**config.mk**
```make
export PLATFORM = sky130hd
export DESIGN_NAME = mem_stage_lsu_flat
export DESIGN_NICKNAME = d
export VERILOG_FILES = /design/src/rtl/mem_stage_lsu_if.sv /design/src/rtl/mem_stage_lsu.sv /design/src/flat_wrapper.sv
export SDC_FILE = /design/constraint.sdc
export NUM_CORES = 1
export LEC_CHECK = 0
export CORE_MARGIN = 10
export CORE_UTILIZATION = 49
export CTS_BUF_LIST = sky130_fd_sc_hd__clkbuf_8
export CTS_CLUSTER_SIZE = 14
export DETAILED_ROUTE_END_ITERATION = 8
export PLACE_DENSITY = 0.89
export SETUP_SLACK_MARGIN = 0.1
export SYNTH_ARGS = -nofsm -noshare
export SYNTH_HDL_FRONTEND = slang
export SYNTH_SLANG_ARGS = --single-unit
```
**constraint.sdc**
```tcl
create_clock -name clk -period 6.7 [get_ports clk]
set_clock_uncertainty 0.05 [all_clocks]
set_input_delay 1.34 -clock clk [delete_from_list [all_inputs] [get_ports clk]]
set_output_delay 1.34 -clock clk [all_outputs]
set_load 0.02 [all_outputs]
```
**src/rtl/mem_stage_lsu_if.sv**
```systemverilog
// Data-bus channel between the memory-stage LSU and data memory:
// valid/ready request, rvalid read response.
interface mem_stage_lsu_if #(
    parameter int DATA_W = 32,
    parameter int BE_W   = DATA_W / 8
);
    logic              dbus_valid;
    logic              dbus_ready;
    logic              dbus_we;
    logic [DATA_W-1:0] dbus_addr;
    logic [DATA_W-1:0] dbus_wdata;
    logic [BE_W-1:0]   dbus_be;
    logic              dbus_rvalid;
    logic [DATA_W-1:0] dbus_rdata;

    modport master (
        output dbus_valid,
        output dbus_we,
        output dbus_addr,
        output dbus_wdata,
        output dbus_be,
        input  dbus_ready,
        input  dbus_rvalid,
        input  dbus_rdata
    );

    modport slave (
        input  dbus_valid,
        input  dbus_we,
        input  dbus_addr,
        input  dbus_wdata,
        input  dbus_be,
        output dbus_ready,
        output dbus_rvalid,
        output dbus_rdata
    );
endinterface

```
**src/rtl/mem_stage_lsu.sv**
```systemverilog
// Memory-stage load/store unit: one bus access per load/store, stalls M.
// Define MISALIGN_TRAP_EN to trap misaligned accesses instead of aligning.
module mem_stage_lsu #(
    parameter int DATA_W = 32,
    parameter int BE_W   = DATA_W / 8
) (
    input  logic              clk,
    input  logic              rst,
    input  logic              MemReadM,
    input  logic              MemWriteM,
    input  logic [2:0]        funct3M,
    input  logic [DATA_W-1:0] ALUResultM,
    input  logic [DATA_W-1:0] rdata2M,
    input  logic [4:0]        waddrM,
    mem_stage_lsu_if.master   dbus,
    output logic [DATA_W-1:0] LoadDataM,
    output logic [4:0]        LoadWaddrM,
    output logic              load_done,
    output logic              lsu_stall,
    output logic              misalign_fault
);

    typedef enum logic [1:0] {
        IDLE,
        REQ,
        WAIT_R,
        DONE
    } state_t;

    state_t state;
    state_t state_nxt;

    logic              req_in;
    logic              is_byte;
    logic              is_half;
    logic              is_word;
    logic              trap;
    logic [1:0]        off;
    logic [BE_W-1:0]   be_fmt;
    logic [DATA_W-1:0] wdata_fmt;

    logic [DATA_W-1:0] addr_q;
    logic              we_q;
    logic [DATA_W-1:0] wdata_q;
    logic [BE_W-1:0]   be_q;
    logic [4:0]        waddr_q;
    logic [1:0]        sz_q;
    logic              uns_q;
    logic [1:0]        off_q;
    logic              ld_q;
    logic              flt_q;

    logic [7:0]        lane_b;
    logic [15:0]       lane_h;
    logic [DATA_W-1:0] ext;

    assign req_in  = MemReadM | MemWriteM;
    assign is_byte = ~funct3M[1] & ~funct3M[0];
    assign is_half = ~funct3M[1] &  funct3M[0];
    assign is_word =  funct3M[1];

`ifdef MISALIGN_TRAP_EN
    assign trap = (is_half & ALUResultM[0])
                | (is_word & (|ALUResultM[1:0]));
`else
    assign trap = 1'b0;
`endif

    // Low address bits an access may legally use; the rest are dropped.
    always_comb begin
        off = 2'b00;
        unique case (1'b1)
            is_byte: off = ALUResultM[1:0];
            is_half: off = {ALUResultM[1], 1'b0};
            default: off = 2'b00;
        endcase
    end

    always_comb begin
        be_fmt    = '1;
        wdata_fmt = rdata2M;
        if (MemWriteM) begin
            unique case (1'b1)
                is_byte: begin
                    be_fmt    = 4'b0001 << off;
                    wdata_fmt = {4{rdata2M[7:0]}};
                end
                is_half: begin
                    be_fmt    = 4'b0011 << off;
                    wdata_fmt = {2{rdata2M[15:0]}};
                end
                default: begin
                    be_fmt    = '1;
                    wdata_fmt = rdata2M;
                end
            endcase
        end
    end

    always_ff @(posedge clk or posedge rst) begin
        if (rst) begin
            state <= IDLE;
        end else begin
            state <= state_nxt;
        end
    end

    always_comb begin
        state_nxt       = state;
        lsu_stall       = 1'b0;
        dbus.dbus_valid = 1'b0;
        load_done       = 1'b0;
        misalign_fault  = 1'b0;
        unique case (state)
            IDLE: begin
                if (req_in) begin
                    lsu_stall = 1'b1;
                    state_nxt = trap ? DONE : REQ;
                end
            end
            REQ: begin
                lsu_stall       = 1'b1;
                dbus.dbus_valid = 1'b1;
                if (dbus.dbus_ready) begin
                    state_nxt = we_q ? DONE : WAIT_R;
                end
            end
            WAIT_R: begin
                lsu_stall = 1'b1;
                if (dbus.dbus_rvalid) begin
                    state_nxt = DONE;
                end
            end
            DONE: begin
                load_done      = ld_q;
                misalign_fault = flt_q;
                state_nxt      = IDLE;
            end
            default: state_nxt = IDLE;
        endcase
        // Keep every output quiet while reset is held.
        if (rst) begin
            lsu_stall = 1'b0;
        end
    end

    always_ff @(posedge clk or posedge rst) begin
        if (rst) begin
            addr_q  <= '0;
            we_q    <= 1'b0;
            wdata_q <= '0;
            be_q    <= '0;
            waddr_q <= '0;
            sz_q    <= '0;
            uns_q   <= 1'b0;
            off_q   <= '0;
            ld_q    <= 1'b0;
            flt_q   <= 1'b0;
        end else if (state == IDLE && req_in) begin
            addr_q  <= {ALUResultM[DATA_W-1:2], 2'b00};
            we_q    <= MemWriteM;
            wdata_q <= wdata_fmt;
            be_q    <= be_fmt;
            waddr_q <= waddrM;
            sz_q    <= is_word ? 2'd2 : funct3M[1:0];
            uns_q   <= funct3M[2];
            off_q   <= off;
            ld_q    <= ~MemWriteM & ~trap;
            flt_q   <= trap;
        end
    end

    assign dbus.dbus_addr  = addr_q;
    assign dbus.dbus_we    = we_q;
    assign dbus.dbus_wdata = wdata_q;
    assign dbus.dbus_be    = be_q;

    always_comb begin
        lane_b = dbus.dbus_rdata[7:0];
        unique case (off_q)
            2'd0:    lane_b = dbus.dbus_rdata[7:0];
            2'd1:    lane_b = dbus.dbus_rdata[15:8];
            2'd2:    lane_b = dbus.dbus_rdata[23:16];
            default: lane_b = dbus.dbus_rdata[31:24];
        endcase
        lane_h = off_q[1] ? dbus.dbus_rdata[31:16]
                          : dbus.dbus_rdata[15:0];
        ext = dbus.dbus_rdata;
        unique case (sz_q)
            2'd0:    ext = {{24{~uns_q & lane_b[7]}}, lane_b};
            2'd1:    ext = {{16{~uns_q & lane_h[15]}}, lane_h};
            default: ext = dbus.dbus_rdata;
        endcase
    end

    always_ff @(posedge clk or posedge rst) begin
        if (rst) begin
            LoadDataM  <= '0;
            LoadWaddrM <= '0;
        end else if (state == WAIT_R && dbus.dbus_rvalid) begin
            LoadDataM  <= ext;
            LoadWaddrM <= waddr_q;
        end
    end

endmodule
```
**src/flat_wrapper.sv**
```systemverilog
// flat-port wrapper written by rule: the top's interface ports become plain ports
module mem_stage_lsu_flat 
#(
    parameter int DATA_W = 32,
    parameter int BE_W   = DATA_W / 8
)
  (clk, rst, MemReadM, MemWriteM, funct3M, ALUResultM, rdata2M, waddrM, LoadDataM, LoadWaddrM, load_done, lsu_stall, misalign_fault, dbus_dbus_valid, dbus_dbus_we, dbus_dbus_addr, dbus_dbus_wdata, dbus_dbus_be, dbus_dbus_ready, dbus_dbus_rvalid, dbus_dbus_rdata);
  mem_stage_lsu_if #(.DATA_W(DATA_W), .BE_W(BE_W)) dbus_i ();
  input  logic clk;
  input  logic rst;
  input  logic MemReadM;
  input  logic MemWriteM;
  input  logic [2:0] funct3M;
  input  logic [DATA_W-1:0] ALUResultM;
  input  logic [DATA_W-1:0] rdata2M;
  input  logic [4:0] waddrM;
  output logic [DATA_W-1:0] LoadDataM;
  output logic [4:0] LoadWaddrM;
  output logic load_done;
  output logic lsu_stall;
  output logic misalign_fault;
  output wire logic [$bits(dbus_i.dbus_valid)-1:0] dbus_dbus_valid;
  output wire logic [$bits(dbus_i.dbus_we)-1:0] dbus_dbus_we;
  output wire logic [$bits(dbus_i.dbus_addr)-1:0] dbus_dbus_addr;
  output wire logic [$bits(dbus_i.dbus_wdata)-1:0] dbus_dbus_wdata;
  output wire logic [$bits(dbus_i.dbus_be)-1:0] dbus_dbus_be;
  input wire logic [$bits(dbus_i.dbus_ready)-1:0] dbus_dbus_ready;
  input wire logic [$bits(dbus_i.dbus_rvalid)-1:0] dbus_dbus_rvalid;
  input wire logic [$bits(dbus_i.dbus_rdata)-1:0] dbus_dbus_rdata;
  assign dbus_dbus_valid = dbus_i.dbus_valid;
  assign dbus_dbus_we = dbus_i.dbus_we;
  assign dbus_dbus_addr = dbus_i.dbus_addr;
  assign dbus_dbus_wdata = dbus_i.dbus_wdata;
  assign dbus_dbus_be = dbus_i.dbus_be;
  assign dbus_i.dbus_ready = dbus_dbus_ready;
  assign dbus_i.dbus_rvalid = dbus_dbus_rvalid;
  assign dbus_i.dbus_rdata = dbus_dbus_rdata;
  mem_stage_lsu #(.DATA_W(DATA_W), .BE_W(BE_W)) u_core (.clk(clk), .rst(rst), .MemReadM(MemReadM), .MemWriteM(MemWriteM), .funct3M(funct3M), .ALUResultM(ALUResultM), .rdata2M(rdata2M), .waddrM(waddrM), .dbus(dbus_i), .LoadDataM(LoadDataM), .LoadWaddrM(LoadWaddrM), .load_done(load_done), .lsu_stall(lsu_stall), .misalign_fault(misalign_fault));
endmodule
```
* Yosys cells after proc, flatten, opt, wreduce, memory -nomap -nowiden
Cells that the tools add are included.
** Cells by class
- Reduce and logical (&&, ||, !) cells :: 7
- Equality and inequality tests :: 9
- Shift-type cells :: 2
- Bitwise logic cells :: 9
- Mux-type cells :: 19
** Operators with widths (number)
- $pmux 32 s2 :: 2
- $mux 32 :: 1
- $pmux 8 s3 :: 1
- $mux 16 :: 1
- $mux 2 :: 4
- $pmux 2 s4 :: 1
- $pmux 4 s2 :: 1
- $eq 2x1->1 const B :: 3
- $eq 2x2->1 const B :: 3
- $logic_not 2->1 :: 3
- $mux 1 :: 5
- $and 1x1->1 :: 4
- $mux 4 :: 1
- $ne 2x2->1 const B :: 2
- $not 1->1 :: 4
- $pmux 2 s2 :: 1
- $shl 1x2->4 const A :: 1
- $shl 2x2->4 const A :: 1
- $reduce_and 3->1 :: 1
- $logic_and 1x1->1 :: 2
- $ne 2x1->1 const B :: 1
- $pmux 1 s2 :: 1
- $reduce_or 2->1 :: 1
- $or 1x1->1 :: 1
** Word-level totals
- Logic and storage cells :: 58
- Bits in registers :: 117

* Depth between registers and ports, before layout
- Depth in word-level cells :: 6
- Gate-level depth with buffers :: 8
- Depth with buffers taken out :: 6

* Worst setup path after synthesis
OpenSTA, ideal clock, no wires.
- Kind :: in2out
- Start :: input port MemWriteM
- End :: output port lsu_stall
- Setup slack :: 3042 ps
- Stages :: 6
- Data arrival time :: 2268 ps
- Cells stage by stage :: nor2_1 > nor2b_1 > buf_2 > buf_2 > nor2_1 > nor3_1
** Between the ends
- Longest elaborated chain between the ends :: 4
** RTL lines
- from (decl) :: line flat_wrapper.sv:12 : input logic MemWriteM;
- $or 1x1->1 :: line mem_stage_lsu.sv:57 : assign req_in = MemReadM | MemWriteM;
- $mux 1 :: line mem_stage_lsu.sv:116 : if (req_in) begin
- $pmux 1 s2 :: line mem_stage_lsu.sv:114 : unique case (state)
- $mux 1 :: line mem_stage_lsu.sv:142 : if (rst) begin
- to (decl) :: line flat_wrapper.sv:20 : output logic lsu_stall;
Every way passes these cells.

* Worst setup path after layout
Ends and elaborated chain as after synthesis.

==> reports/qor.yml <==
p_leak_nw: 3.60
setup_viol: 0
rsz0062_at_grt: "false"
clock-sinks: 117
overflow: 0
clk_path_buf_depth: 2
antenna_found_initial: 1
synth_area_leaders: "dfrtp_1 52%, nand2_1 14%, nor2_1 3.9%, a21oi_1 2.5%, o31ai_1 2.1%"
async_reset_ff_share_pct: 100
vias_per_cell: 5.49
numPortBuffers: 216
synth_edf_count: 0
nNetsFinal: 951
crit_end: "lsu_stall"
drive_gt1_share_pct: 6.61
r2r-end: "u_core.LoadDataM[16]"
root_buffer: "clkbuf_8"
post_cts_resized: 0
maxSlewViolCount: 0
worst_slew_pin_slew_ps: 1150
slew-limit-headroom_pct: 22.5
slowest_delay_ps: 650
numCtsBuffers: 17
track_usage_pct: 23.6
hold_slack_ps: 422
die-height_um: 127
reg2reg_setup_slack_ps: 3840
status: "finished, final reports clean"
cts_setup_buffers: 0
wl_met3_um: 2670
synthFlopType: "dfrtp_1"
ant_nets: 0
r2r_start: "u_core.state[0]"
endpoint_kind: "output pin"
cts_max_level: 4
netlist_area_sq_um: 5630
drt_pre_antenna_iters: 5
cp_slowest_cell: "clkdlybuf4s50_1"
start_util_pct: 49.7
final_cell_area_sq_um: 8150
coreArea_sq_um: 11300
wirelength_um: 19300
hold_viol: 0
min_path_type: "reg -> reg"
fin_ws_ps: 1690
critPathLaunch: "MemWriteM"
synth_cells: 640
dr.first_iter.drc_count: 538
clk_latency_ps: 410
io_pins: 220
dieArea_sq_um: 16200
yosysTopAreaCell: "dfrtp_1"
area_growth_syn_to_layout_pct: 44.7
diodes: 0
start_kind: "input port"
synth_seq_area_share_pct: 52.0
path_cells: "clkdlybuf4s50_1 -> nor2_1 -> nor2b_4 -> buf_4 -> nor2_1 -> nor3_1 -> clkdlybuf4s50_1"
cts_tree: "built"
yosys.area.top_type_share_pct: 52.0
post-route-drc-count: 0
wl_per_cell_um: 19.5
place_congestion: 0.843
tns_ps: 0
grt_pass1_vias: 5622
place_ws_ps: 1660
crit_type: "in -> out"
grt_pass1_wl_um: 30700
maxCapViolCount: 0
rows: 39
fmax_mhz: 199
timing.final.crit_share_pct: 74.8
cp.arrival_ps: 3620
ctsHoldBuffers: 0
critical_path_required_ps: 5310
wl_met2_um: 9090
clk_pin_slew_ps: 70
postSynthAreaPerCell_sq_um: 8.80
synth_cell_type_count: 39
cp_max_fo: 68
top_layer_used: "met5"
yosys_warnings: 0
grt_max_degree: 85
die_x_um: 127
dp.final_hpwl_um: 14200
reg2regPathDepth: 6
vias: 5436
m1WireLength_um: 7120
powerDensity_nw_per_um2: 486
min_period_ps: 5010
ys_ff_latch: 117
place_area_sq_um: 7810
ir_worst_vdd_v: 0.000304
## synthesized netlist by cell type, drive strengths merged, types with 8 or more instances
master,n
mux2i,8
nand3b,8
nor2,58
mux2,9
nand2,217
a31oi,16
o31ai,16
buf,24
a21oi,28
clkbuf,24
a211oi,24
o21ai,23
nor2b,12
dfrtp,117
and2,8
## logic make-up (layout without fill, tap and decap cells)
| group | count (synthesis) | after routing | synth area share (%) |
|---|---|---|---|
| muxes | 17 | 17 | 3.22 |
| adders and majority gates | 6 | 6 | 1.33 |
| AOI/OAI and AO/OA | 124 | 124 | 15.1 |
| buffers and inverters | 53 | 258 | 4.60 |
| and+or+nand+nor | 322 | 322 | 23.7 |
| other | 1 | 3 | 0.0666 |
| DFF | 117 | 117 | 52.0 |
## cell usage in the layout (no fill, tap or decap), types with 2 or more instances in the layout
master             n
and2_1             8
a31oi_1           16
a21oi_1           28
ha_1               6
nand3_1            3
inv_1              7
nor3b_1            6
clkinv_2           6
nand3b_1           8
nand2b_1           5
o31ai_1           16
a211oi_2           9
nand2_1          217
conb_1             3
o22a_1             4
clkinvlp_4         2
o21ai_0           21
nor3_1             3
a2bb2oi_1          6
nor2_1            58
buf_4              6
clkbuf_8          18
mux2_2             9
dfrtp_1          117
nor2b_1           11
clkdlybuf4s50_1  216
mux2i_1            8
a211oi_1          15
## metrics by stage
step                util [%]  std cells  power (mW)
global route            72.0        990        4.23
detailed placement      69.0        959        3.40
finish                  72.0        990        3.96
global placement        69.0        959        3.31
floorplan                  -        642        2.44
CTS                     72.0        990        3.99
## layout make-up
cell class	instances	area (sq um)
Clock buffer	18	248
Sequential cell	117	2930
Inverter	5	21.3
Tap cell	143	179
Multi-Input combinational cell	472	2470
Fill cell	831	3170
Clock inverter	13	95.1
Timing Repair Buffer	222	2210
## worst min-delay path by stage
stage	startpoint	end	slack, ps	depth (start not counted)
6_report	u_core.ld_q	u_core.ld_q	420	2
2_1_floorplan	u_core.waddr_q[0]	u_core.LoadWaddrM[0]	390	2
5_1_grt	u_core.ld_q	u_core.ld_q	450	2
3_5_place_dp	u_core.waddr_q[2]	u_core.waddr_q[2]	410	2
3_3_place_gp	u_core.dbus.dbus_addr[3]	u_core.dbus.dbus_addr[3]	410	2
4_1_cts	u_core.dbus.dbus_wdata[25]	u_core.dbus.dbus_wdata[25]	430	2
## power breakdown
group          switching (mW)  internal [mW]  total, mW
logic                    1.16          0.926       2.09
clock network           0.282          0.292      0.574
registers               0.242           1.06       1.30
## sequential cells by signal, indices dropped and copies added, names as in the netlist
register                cells
u_core.waddr_q              5
u_core.uns_q                1
u_core.off_q                2
u_core.dbus.dbus_addr      30
u_core.state                2
u_core.dbus.dbus_wdata     32
u_core.dbus.dbus_we         1
u_core.dbus.dbus_be         4
u_core.LoadDataM           32
u_core.sz_q                 2
u_core.ld_q                 1
u_core.LoadWaddrM           5
## worst max-delay path, delay by kind of cell
kind / cells / cell delay [ps]
buf+inv: 3 / 1770
simple gates: 4 / 520
## metal layers
layer	vias to the layer above	GRT usage, %
li1	2524	-
met1	2590	25.7
met2	287	38.2
met3	33	13.7
met4	2	6.63
met5	-	0
Note: power is estimated with default switching activity, not from simulation.
